**src/rtl/fetch_unit.sv**
```systemverilog
// Instruction fetch stage: owns the PC, issues one imem request at a time and
// presents the fetched (pc, word) pair to the IF/ID register. A request made
// stale by a redirect is drained and its data dropped.
module fetch_unit #(
   parameter logic [31:0] RESET_PC = 32'h0000_0000
) (
   input  logic        clk,
   input  logic        rst,
   input  logic        pc_write,
   input  logic        redirect,
   input  logic [31:0] redirect_pc,
   output logic        imem_req,
   output logic [31:0] imem_addr,
   input  logic        imem_ack,
   input  logic [31:0] imem_rdata,
   output logic [31:0] if_pc,
   output logic [31:0] if_instr,
   output logic        if_valid
);

   typedef enum logic [1:0] {IDLE, WAIT, DRAIN} state_t;

   state_t      state;
   state_t      state_nxt;
   logic [31:0] pc;
   logic [31:0] req_addr;
   logic        consume;
   logic        ack_taken;
   logic        capture;

   assign consume   = if_valid & pc_write;
   // An ack only counts when a request is actually on the bus.
   assign ack_taken = imem_req & imem_ack;
   // Drained data and data arriving alongside a redirect are wrong-path.
   assign capture   = ack_taken & ~redirect & (state != DRAIN);

   // Request outputs and next state of the fetch FSM.
   always_comb begin
      imem_req  = 1'b0;
      imem_addr = pc;
      state_nxt = state;
      case (state)
         IDLE: begin
            imem_req  = ~redirect & (~if_valid | pc_write);
            imem_addr = pc;
            if (imem_req & ~imem_ack & ~rst)
               state_nxt = WAIT;
         end
         WAIT: begin
            imem_req  = 1'b1;
            imem_addr = req_addr;
            if (imem_ack)
               state_nxt = IDLE;
            else if (redirect)
               state_nxt = DRAIN;
         end
         DRAIN: begin
            imem_req  = 1'b1;
            imem_addr = req_addr;
            if (imem_ack)
               state_nxt = IDLE;
         end
         default: state_nxt = IDLE;
      endcase
      if (rst)
         imem_req = 1'b0;
   end

   // FSM state register; reset abandons any outstanding request.
   always_ff @(posedge clk) begin
      if (rst)
         state <= IDLE;
      else
         state <= state_nxt;
   end

   // PC, held request address and the presented instruction buffer.
   always_ff @(posedge clk) begin
      if (rst) begin
         pc       <= RESET_PC;
         req_addr <= RESET_PC;
         if_pc    <= 32'h0;
         if_instr <= 32'h0;
         if_valid <= 1'b0;
      end else begin
         if (state == IDLE && imem_req && !imem_ack)
            req_addr <= pc;
         if (redirect) begin
            pc       <= redirect_pc;
            if_valid <= 1'b0;
         end else if (capture) begin
            if_pc    <= imem_addr;
            if_instr <= imem_rdata;
            if_valid <= 1'b1;
            pc       <= imem_addr + 32'd4;
         end else if (consume) begin
            if_valid <= 1'b0;
         end
      end
   end

endmodule

```
**config.mk**
```make
export PLATFORM = sky130hd
export DESIGN_NAME = fetch_unit
export DESIGN_NICKNAME = d
export VERILOG_FILES = /design/src/rtl/fetch_unit.sv
export SDC_FILE = /design/constraint.sdc
export NUM_CORES = 1
export LEC_CHECK = 0
export BUFFER_PORTS_ARGS = -buffer_cell sky130_fd_sc_hd__buf_2
export CAP_MARGIN = 15
export CELL_PAD_IN_SITES_DETAIL_PLACEMENT = 1
export CELL_PAD_IN_SITES_GLOBAL_PLACEMENT = 1
export CORE_ASPECT_RATIO = 1.1
export CORE_MARGIN = 8
export CORE_UTILIZATION = 30
export DETAILED_ROUTE_END_ITERATION = 8
export PLACE_DENSITY = 0.65
export SLEW_MARGIN = 30
export SYNTH_ARGS = -nofsm -noshare
export SYNTH_HDL_FRONTEND = slang
export SYNTH_SLANG_ARGS = --single-unit
export TNS_END_PERCENT = 5
```
**constraint.sdc**
```tcl
create_clock -name clk -period 4.3 [get_ports clk]
set_input_delay 0 -clock clk [delete_from_list [all_inputs] [get_ports clk]]
set_output_delay 0 -clock clk [all_outputs]
set_load 0.05 [all_outputs]
```
==> impl_results.md, run 1 <==
- Outcome: finished, violations left
- Failing checks: hold timing
- Diode count: 0
- DR vias: roughly 6k
- WL met2: around 10000 µm
- Syn avg cell area: approximately 8.2 µm²
- ANT nets after route: 0
- GPL Wtd Cong: about 0.73
- Die Y: 166.1 µm
- Most frequent cells in the layout: buf_2, nand2_1, dfxtp_1, dlygate4sd3_1, nor2_1
- Number of synthesized register bits: around 130
- IO Count: 167
- Commonest non-fill, non-tap cell in the layout: buf_2
- Initial antenna violation count: 0
- Worst-path fanout max: 25
- Final worst path period share: between 80 and 90%
- PortBufs: approximately 170
- Die area: about 0.025 mm²
- Mapped Area: 0.006145 mm²
- Top sig layer: met4
- Final hold slack: -0.1610 ps
- Critical path's slowest cell: a222oi_1
- DR vias/cell: roughly 5
- Number of remaining DRC errors: 0
- Crit path max-delay family: compound AO/OA/AOI/OAI gates
- Setup ws final: 805.3 ps
- R2r worst-path depth: 9
- Max frequency: approximately 290 MHz
- Hold path cells: 4
- Final setup viols: 0
- Setup slack, reg-to-reg: roughly 800 ps
- Post-Route M1 WL: between 9000 and 10000 µm
- Final Net Count: ~1.0k
- Skew final: approximately 12 ps
- Total core area: about 0.02 mm²
- WL/cell: about 17 µm
- Cts bufs inserted: 17
- CP Capture Point: pc[21]
- Sequential Area: around 0.0026 mm²
- Clk Latency, worst-skew pair: ~420 ps
- Max cap viols: 0
- Final max-slew violation count: 0
- Pre-CTS setup slack: a little under 800 ps
- Mapped Cells: 751
- # fillers: 2467
- Non-Filler Instances: 1228
- GRT overflow: 0
- Number of distinct library cells after synthesis: 44
- CP startpoint kind: flop
- Starting Density: a little under a third
- Worst hold path class: in -> reg
- Area growth, synth to finish: 37.67%
- Critical path endpoint category: flop
- Horiz. Die Dim: about 150 µm
- CTS sink count: approximately 130
- Share of cells above drive strength 1: 25.10%
- Unrepaired setup endpoints after global routing: false
- Final design utilization: 41.53%
- Max IR drop VDD: approximately 260 µV
- H-tree depth reported by CTS: 4
- EDFF count, synth: 0
- DP HPWL: ~14000 µm
- Clock root cell: clkbuf_16
- Vias in the first global route: 6377
- Fin. Hold Viols: 1
- Worst Path Required: 4570 ps
- Placed instance count: roughly 1.1k
- CP peak stage delay: 870 ps
- Max Buffers Root-to-Sink: 2
- First-pass GRT wire length: 34220 µm
- Setup crit start: state[0]
- First-pass DRT Iterations: 4
- Crit path cell chain: inv_1 > ha_2 > buf_4 > nand3_1 > a222oi_1 > nand4_2 > nor3b_1 > xnor2_1 > o22ai_2
- Seq/Total Area, Yosys: ~43%
- Post-route cell area: around 0.0085 mm²
- Ys flop type: dfxtp_1
- Max transition margin: 35.42%
- Pwr Total: 3.661 mW
- Area of the multi-input gates: ~0.0033 mm²
- DRT iter0 DRCs: approximately 300
- Slew @ Worst Pin: ~970 ps
- Syn_nets: about 830
- Final sum of negative setup slack: 0 ps
- Worst setup path class: reg -> reg
- Minimum clock period: 3495 ps
- Critical path depth in cells: 9
- Pin count of the biggest net entering global routing: 102
- Critical path data arrival time: 3760 ps
- Aggregate global-route resource usage: 16.52%
- Post-CTS Setup Inserts: 0
- TritonCTS clock tree: built
- Buffer and inverter count on the worst path: 2
- Leak: approximately 3.7 nW
- WL final: 20850 µm
- Worst r2r src: state[0]
- WL met3: a little over 800 µm
- Worst r2r dst: pc[21]
- Synth warnings: 0
- Clock-pin slew on the worst setup and hold paths: ~60 ps
- Placed Instance Area: roughly 0.0072 mm²
- PD cells: about 430 mW/mm²
- Rows: between 50 and 60
- Asr flop ratio synth: 0%
==> logic make-up after synthesis <==
kind of cell / Yosys count / synth area share [%]
XOR/XNOR: 26 / 3.706
buffers and inverters: 71 / 4.541
multiplexers: 31 / 5.416
adder cells (fa/ha/maj): 5 / 1.018
AO/OA/AOI/OAI: 129 / 13.34
flip-flops: 131 / 42.68
AND/OR/NAND/NOR: 358 / 29.30
==> flip-flops by register name, summed over array words and instances, names as in the netlist <==
name      count
req_addr     32
state         2
if_valid      1
if_pc        32
pc           32
if_instr     32
==> power breakdown <==
| part | switching (mW) | leakage (nW) | internal, mW |
|---|---|---|---|
| combinational | 0.599 | 2.34 | 0.294 |
| sequential | 0.0596 | 1.07 | 1.29 |
| clock | 0.553 | 0.281 | 0.863 |
==> cells in the mapped netlist (all sizes together), types with 3 or more instances <==
cell type	n	area, µm²
xor2	5	43.79
nor3	17	85.08
nand2	151	566.8
a22oi	7	52.55
and2	16	100.1
dfxtp	131	2623
a31oi	21	131.4
a211oi	11	87.58
nor2	56	210.2
o22ai	23	168.9
xnor2	21	183.9
nor4	3	31.28
a221oi	6	52.55
o21ai	40	200.2
nand3b	40	312.8
nand4	9	68.81
buf	11	53.80
inv	15	56.30
nand3	19	95.09
nand4b	3	41.29
ha	5	62.56
a21oi	16	80.08
mux2	18	202.7
clkbuf	45	168.9
nand2b	38	237.7
mux2i	13	130.1
==> final cells by class <==
cell class	count	share of cell area, %
Timing Repair Buffer	245	19.15
Sequential cell	131	31.00
Inverter	15	0.6656
Clock buffer	18	5.192
Clock inverter	14	1.642
Multi-Input combinational cell	549	38.56
Tap cell	256	3.786
==> per-layer routing <==
layer  global-route usage [%]  vias to the layer above
li1                         -                     2987
met1                    19.89                     2900
met2                    28.84                      115
met3                    4.086                       13
met4                    4.350                        0
met5                        0                        -
==> how the worst min path moves through the flow <==
| stage | from | end |
|---|---|---|
| floorplan | imem_rdata[0] | if_instr[0] |
| global placement | imem_rdata[7] | if_instr[7] |
| detailed placement | imem_rdata[7] | if_instr[7] |
| CTS | redirect_pc[17] | pc[17] |
| global route | redirect_pc[17] | pc[17] |
| finish | redirect_pc[17] | pc[17] |
==> worst register-to-register path: stages (launching register included) <==
cell and delay, ps:
dfxtp_1 390, inv_1 90, ha_2 500, buf_4 340, nand3_1 140, a222oi_1 870, nand4_2 420, nor3b_1 330
xnor2_1 170, o22ai_2 110
==> what timing repair did <==
item / CTS / global route
gates resized for setup: 0 / 0
hold endpoints to repair: 66 / 0
hold buffers: 68 / 0
No activity file was read; power rests on OpenSTA's default activity.
==> run 2: changes to the inputs <==
--- a/config.mk
+++ b/config.mk
@@ -13,7 +13,7 @@
 export CORE_MARGIN = 8
 export CORE_UTILIZATION = 30
 export DETAILED_ROUTE_END_ITERATION = 8
-export PLACE_DENSITY = 0.65
+export PLACE_DENSITY = 0.68
 export SLEW_MARGIN = 30
 export SYNTH_ARGS = -nofsm -noshare
 export SYNTH_HDL_FRONTEND = slang
==> constraint.sdc (replaced) <==
create_clock -name clk -period 3.15 [get_ports clk]
set_input_delay 0 -clock clk [delete_from_list [all_inputs] [get_ports clk]]
set_output_delay 0 -clock clk [all_outputs]
set_load 0.05 [all_outputs]
==> impl_results.md, run 2 (same netlist as run 1, synthesis figures left out) <==
- Worst setup path class: reg -> reg (unchanged)
- First-pass DRT Iterations: 4 (unchanged)
- Non-Filler Instances: 1230 (was 1228)
- IO Count: 167 (unchanged)
- DR vias/cell: 5.003 (was 4.898)
- Crit path max-delay family: buffers and inverters (was compound AO/OA/AOI/OAI gates)
- Post-CTS Setup Inserts: 0 (unchanged)
- Max cap viols: 0 (unchanged)
- Outcome: finished, final reports clean (was finished, violations left)
- Max frequency: 336.0 MHz (was 286.1 MHz)
- Clock-pin slew on the worst setup and hold paths: 60 ps (about the same)
- Final setup viols: 0 (unchanged)
- Clock root cell: clkbuf_16 (unchanged)
- Most frequent CP cell: nor2_1
- Skew final: 9.903 ps (was 12.05 ps)
- Final Net Count: 1034 (was 1033)
- Buffer and inverter count on the worst path: 3 (was 2)
- Starting Density: 30.17% (unchanged)
- Share of cells above drive strength 1: 25.69% (was 25.10%)
- Sequential Area: 0.002623 mm² (unchanged)
- Worst-path fanout max: 16 (was 25)
- Fin. Hold Viols: 0 (was 1)
- TritonCTS clock tree: built (unchanged)
- Die area: 0.02532 mm² (unchanged)
- Number of remaining DRC errors: 0 (unchanged)
- Crit path cell chain: inv_1 > ha_4 > buf_4 > a31oi_1 > nand2b_4 > nor2_1 > a221oi_1 > nor2_1 > dlygate4sd3_1 (was inv_1 > ha_2 > buf_4 > nand3_1 > a222oi_1 > nand4_2 > nor3b_1 > xnor2_1 > o22ai_2)
- WL final: 21660 µm (was 20850 µm)
- DRT iter0 DRCs: 237 (was 301)
- Rows: 55 (unchanged)
- Minimum clock period: 2976 ps (was 3495 ps)
- CP startpoint kind: flop (unchanged)
- ANT nets after route: 0 (unchanged)
- H-tree depth reported by CTS: 4 (unchanged)
- Worst hold path class: in -> reg (unchanged)
- Critical path endpoint category: flop (unchanged)
- Final design utilization: 42.18% (was 41.53%)
- Final worst path period share: 94.47% (was 81.27%)
- Most frequent cells in the layout: buf_2, nand2_1, dfxtp_1, dlygate4sd3_1, nor2_1 (unchanged)
- Die Y: 166.1 µm (unchanged)
- Area of the multi-input gates: 0.003319 mm² (was 0.003262 mm²)
- GPL Wtd Cong: 0.7563 (was 0.7337)
- Slew @ Worst Pin: 949.7 ps (was 968.8 ps)
- # fillers: 2453 (was 2467)
- Clk Latency, worst-skew pair: 420 ps (about the same)
- Final max-slew violation count: 0 (unchanged)
- Leak: 3.725 nW (was 3.692 nW)
- Horiz. Die Dim: 152.5 µm (unchanged)
- Worst Path Required: 3460 ps (was 4570 ps)
- Critical path data arrival time: 3280 ps (was 3760 ps)
- Total core area: 0.02037 mm² (unchanged)
- CP peak stage delay: 560 ps (was 870 ps)
- Placed instance count: 1131 (was 1127)
- Vias in the first global route: 6595 (was 6377)
- DP HPWL: 14260 µm (was 13940 µm)
- First-pass GRT wire length: 35210 µm (was 34220 µm)
- Initial antenna violation count: 1 (was 0)
- Max Buffers Root-to-Sink: 2 (unchanged)
- Area growth, synth to finish: 39.83% (was 37.67%)
- CTS sink count: 131 (unchanged)
- Final hold slack: 16.40 ps (was -0.1610 ps)
- WL/cell: 17.61 µm (was 16.97 µm)
- Max IR drop VDD: 333.6 µV (was 264.2 µV)
- Setup slack, reg-to-reg: 170 ps (was 810 ps)
- Cts bufs inserted: 17 (unchanged)
- PortBufs: 166 (unchanged)
- Max transition margin: 36.69% (was 35.42%)
- Critical path's slowest cell: dlygate4sd3_1 (was a222oi_1)
- GRT overflow: 0 (unchanged)
- DR vias: 6154 (was 6015)
- Commonest non-fill, non-tap cell in the layout: buf_2 (unchanged)
- Aggregate global-route resource usage: 17.07% (was 16.52%)
- PD cells: 606.1 mW/mm² (was 432.7 mW/mm²)
- Pin count of the biggest net entering global routing: 101 (was 102)
## run 2: cell types whose count changed in the layout (fill, tap and decap cells not counted), moves of 2 or more
| cell | before | now |
|---|---|---|
| buf_12 | 0 | 5 |
| clkbuf_1 | 0 | 3 |
| clkinv_4 | 3 | 0 |
| dlygate4sd3_1 | 68 | 65 |
| bufinv_16 | 2 | 4 |
| clkinv_2 | 6 | 4 |
| mux2_2 | 18 | 16 |
| mux2_4 | 0 | 2 |
| nor3_1 | 17 | 15 |
| nor3_2 | 0 | 2 |
## run 2: per-layer routing
layer  vias to the layer above  share of wire (%)  GRT usage (%)
li1                       2985                  -              -
met1                      2999                 43          19.69
met2                       146                 50          29.94
met3                        24                5.2          4.789
met4                         0                1.5          5.599
met5                         -                  0              0
## run 2: worst paths after layout
kind | from | end | cells after the start
max | state[0] | pc[5] | 9
min | redirect_pc[27] | pc[27] | 4
max reg2reg | state[0] | pc[5] | 9
min reg2reg | if_pc[30] | if_pc[30] | 2
## run 2: stage by stage
step | cell area [µm²] | setup WS [ps] | setup TNS, ps | total power [mW]
floorplan | 6191 | 0.2021 | 0 | 2.747
global placement | 7295 | 345.2 | 0 | 3.052
detailed placement | 7295 | 264.7 | 0 | 3.069
CTS | 8564 | 21.43 | 0 | 5.257
global route | 8592 | -13.37 | -24.05 | 5.450
finish | 8592 | 174.2 | 0 | 5.207
## run 2: power by group
group / switching (mW) / internal [mW] / total (mW)
logic: 0.834 / 0.431 / 1.26
clock network: 0.735 / 1.36 / 2.10
registers: 0.0841 / 1.76 / 1.85
total: 1.65 / 3.55 / 5.21
## run 2: worst min-delay path, stage by stage
cell,delay (ps)
buf_2,70
and2_1,150
a31oi_1,50
o22ai_1,110
## run 2: timing repair
item	4_1_cts	5_1_grt
endpoints found under the setup margin	0	4
hold endpoints to repair	62	0
gates resized for setup	0	2
hold buffers	65	0
## run 2: layout make-up
cell class	instances	share of cell area, %
Multi-Input combinational cell	550	38.63
Sequential cell	131	30.52
Timing Repair Buffer	245	19.22
Clock buffer	22	5.403
Tap cell	256	3.728
Clock inverter	10	1.806
Inverter	15	0.6553
Antenna cell	1	0.02912
==> run 3: changes to the inputs <==
==> constraint.sdc (replaced) <==
create_clock -name clk -period 3.15 [get_ports clk]
set_input_delay 0 -clock clk [delete_from_list [all_inputs] [get_ports clk]]
set_output_delay 0 -clock clk [all_outputs]
set_load 0.005 [all_outputs]
==> impl_results.md, run 3 (same netlist as run 1, synthesis figures left out) <==
- Starting Density: 30.17% (unchanged)
- Slew @ Worst Pin: 850.4 ps (was 949.7 ps)
- CTS sink count: 131 (unchanged)
- Met3 global-route usage: 4.399% (was 4.789%)
- P_sw: 1.343 mW (was 1.653 mW)
- Worst r2r dst: pc[29] (was pc[5])
- WL final: 21470 µm (was 21660 µm)
- DRT iter0 DRCs: 298 (was 237)
- Crit path max-delay family: simple AND/OR/NAND/NOR gates (was buffers and inverters)
- Crit path cell chain: inv_1 > ha_2 > buf_4 > mux2i_1 > nand4_2 > nor4b_2 > xnor2_1 > o22ai_2 (was inv_1 > ha_4 > buf_4 > a31oi_1 > nand2b_4 > nor2_1 > a221oi_1 > nor2_1 > dlygate4sd3_1)
- IO Count: 167 (unchanged)
- GPL Wtd Cong: 0.7975 (was 0.7563)
- R2r worst-path depth: 8 (was 9)
- TritonCTS clock tree: built (unchanged)
- Non-Filler Instances: 1229 (was 1230)
- Clock root cell: clkbuf_16 (unchanged)
- First-pass GRT wire length: 35090 µm (was 35210 µm)
- Area growth, synth to finish: 40.24% (was 39.83%)
- Worst hold path class: in -> reg (unchanged)
- Worst setup path class: reg -> reg (unchanged)
- Commonest non-fill, non-tap cell in the layout: buf_2 (unchanged)
- GRT overflow: 0 (unchanged)
- Final Net Count: 1034 (unchanged)
- Clock-pin slew on the worst setup and hold paths: 60 ps (about the same)
- Leak: 3.755 nW (was 3.725 nW)
- CP startpoint kind: flop (unchanged)
- ANT nets after route: 0 (unchanged)
- Vias in the first global route: 6547 (was 6595)
- Worst Path Required: 3420 ps (was 3460 ps)
- M2 GR Usage: 29.62% (was 29.94%)
- GR peak layer: met2 (unchanged)
- Critical path's slowest cell: ha_2 (was dlygate4sd3_1)
- Total core area: 0.02037 mm² (unchanged)
- Sequential share of power: 36.0% (was 35.5%)
- Initial antenna violation count: 0 (was 1)
- DP HPWL: 14100 µm (was 14260 µm)
- Setup crit start: state[1] (was state[0])
- CP Capture Point: pc[29] (was pc[5])
- Critical path endpoint category: flop (unchanged)
- DR vias/cell: 4.899 (was 5.003)
- Switching portion of total power: 26.21% (was 31.75%)
- Max transition margin: 43.31% (was 36.69%)
- Most frequent cells in the layout: buf_2, nand2_1, dfxtp_1, dlygate4sd3_1, nor2_1 (unchanged)
- Final max-slew violation count: 0 (unchanged)
- Critical path depth in cells: 8 (was 9)
- Unrepaired setup endpoints after global routing: false
- Worst-path fanout max: 29 (was 16)
- Final setup viols: 0 (unchanged)
- Die area: 0.02532 mm² (unchanged)
- Comb pwr share: 17.4% (was 24.3%)
- Minimum clock period: 2851 ps (was 2976 ps)
- Fin. Hold Viols: 0 (unchanged)
- # fillers: 2430 (was 2453)
- Max Buffers Root-to-Sink: 2 (unchanged)
- Die Y: 166.1 µm (unchanged)
- Pin count of the biggest net entering global routing: 89 (was 101)
- Horiz. Die Dim: 152.5 µm (unchanged)
- PostCTS Resize Cnt: 0 (unchanged)
- Clk Latency, worst-skew pair: 430 ps (was 420 ps)
- Max frequency: 350.8 MHz (was 336.0 MHz)
- Final design utilization: 42.30% (was 42.18%)
- Internal power: 3.782 mW (was 3.554 mW)
- Placed instance count: 1133 (was 1131)
- Aggregate global-route resource usage: 17.00% (was 17.07%)
- Final worst path period share: 90.50% (was 94.47%)
- Critical path data arrival time: 3120 ps (was 3280 ps)
- PD cells: 594.7 mW/mm² (was 606.1 mW/mm²)
- Clock power frac: 46.6% (was 40.2%)
- Cts bufs inserted: 17 (unchanged)
- CP peak stage delay: 560 ps (about the same)
- Max IR drop VDD: 380.1 µV (was 333.6 µV)
- Setup slack, reg-to-reg: 300 ps (was 170 ps)
- Share of cells above drive strength 1: 25.69% (unchanged)
- H-tree depth reported by CTS: 4 (unchanged)
- Skew final: 14.28 ps (was 9.903 ps)
- Min-delay src: redirect_pc[17] (was redirect_pc[27])
- PortBufs: 166 (unchanged)
- Buffer and inverter count on the worst path: 2 (was 3)
- Worst r2r src: state[1] (was state[0])
- Max cap viols: 0 (unchanged)
- Diode count: 0 (was 1)
- Rows: 55 (unchanged)
- Outcome: finished, final reports clean (unchanged)
- Final hold slack: 22.61 ps (was 16.40 ps)
- Met1 Resource Use GR: 20.07% (was 19.69%)
- First-pass DRT Iterations: 4 (unchanged)
- WL/cell: 17.47 µm (was 17.61 µm)
- DR vias: 6021 (was 6154)
- Number of remaining DRC errors: 0 (unchanged)
- Final sum of negative setup slack: 0 ps (unchanged)
run 3: timing repair:
action                     in CTS  in global routing
hold endpoints to repair       62                  0
buffers inserted                0                  1
setup endpoints to repair       0                  3
hold buffers                   63                  0
run 3: worst reg2reg max path: stages, from the launching register on:
cell and delay, ps:
dfxtp_1 380, inv_1 90, ha_2 560, buf_4 390, mux2i_1 380, nand4_2 280
nor4b_2 350, xnor2_1 170, o22ai_2 90
run 3: cell type report:
type	instances	area, µm²	share of cell area [%]
sequential	131	2623	30.43
clock inverter	13	254.0	2.948
multi-input combinational	549	3269	37.94
inverter	15	56.30	0.6534
clock buffer	19	452.9	5.256
timing repair buffer	246	1642	19.05
tap	256	320.3	3.717
run 3: stage by stage:
step	power (mW)	instance area, µm²	worst slack [ps]
floorplan	2.388	6155	13.56
CTS	5.192	8610	112.0
global route	5.352	8617	69.34
global placement	2.705	7272	189.6
finish	5.125	8617	299.3
detailed placement	2.716	7272	155.1
run 3: worst min path at each step:
| stage | to | slack [ps] | cells past startpoint |
|---|---|---|---|
| 5_1_grt | pc[17] | 10 | 4 |
| 4_1_cts | pc[17] | 5 | 4 |
| 3_5_place_dp | if_instr[0] | 190 | 3 |
| 2_1_floorplan | if_instr[0] | 100 | 2 |
| 3_3_place_gp | if_instr[27] | 180 | 3 |
| 6_report | pc[17] | 20 | 4 |
run 3: power groups by stage:
stage                     Clock [mW]  Combinational, mW  Sequential [mW]
after floorplan                    0              0.523             1.86
after global placement             0              0.830             1.88
after detailed placement           0              0.838             1.88
after CTS                       2.44              0.907             1.84
after global routing            2.51              0.982             1.86
final                           2.39              0.894             1.84
run 3: routing by layer:
layer	vias to the layer above	share of wire (%)
li1	2991	-
met1	2884	45
met2	121	49
met3	25	4.3
met4	0	1.7
met5	-	0
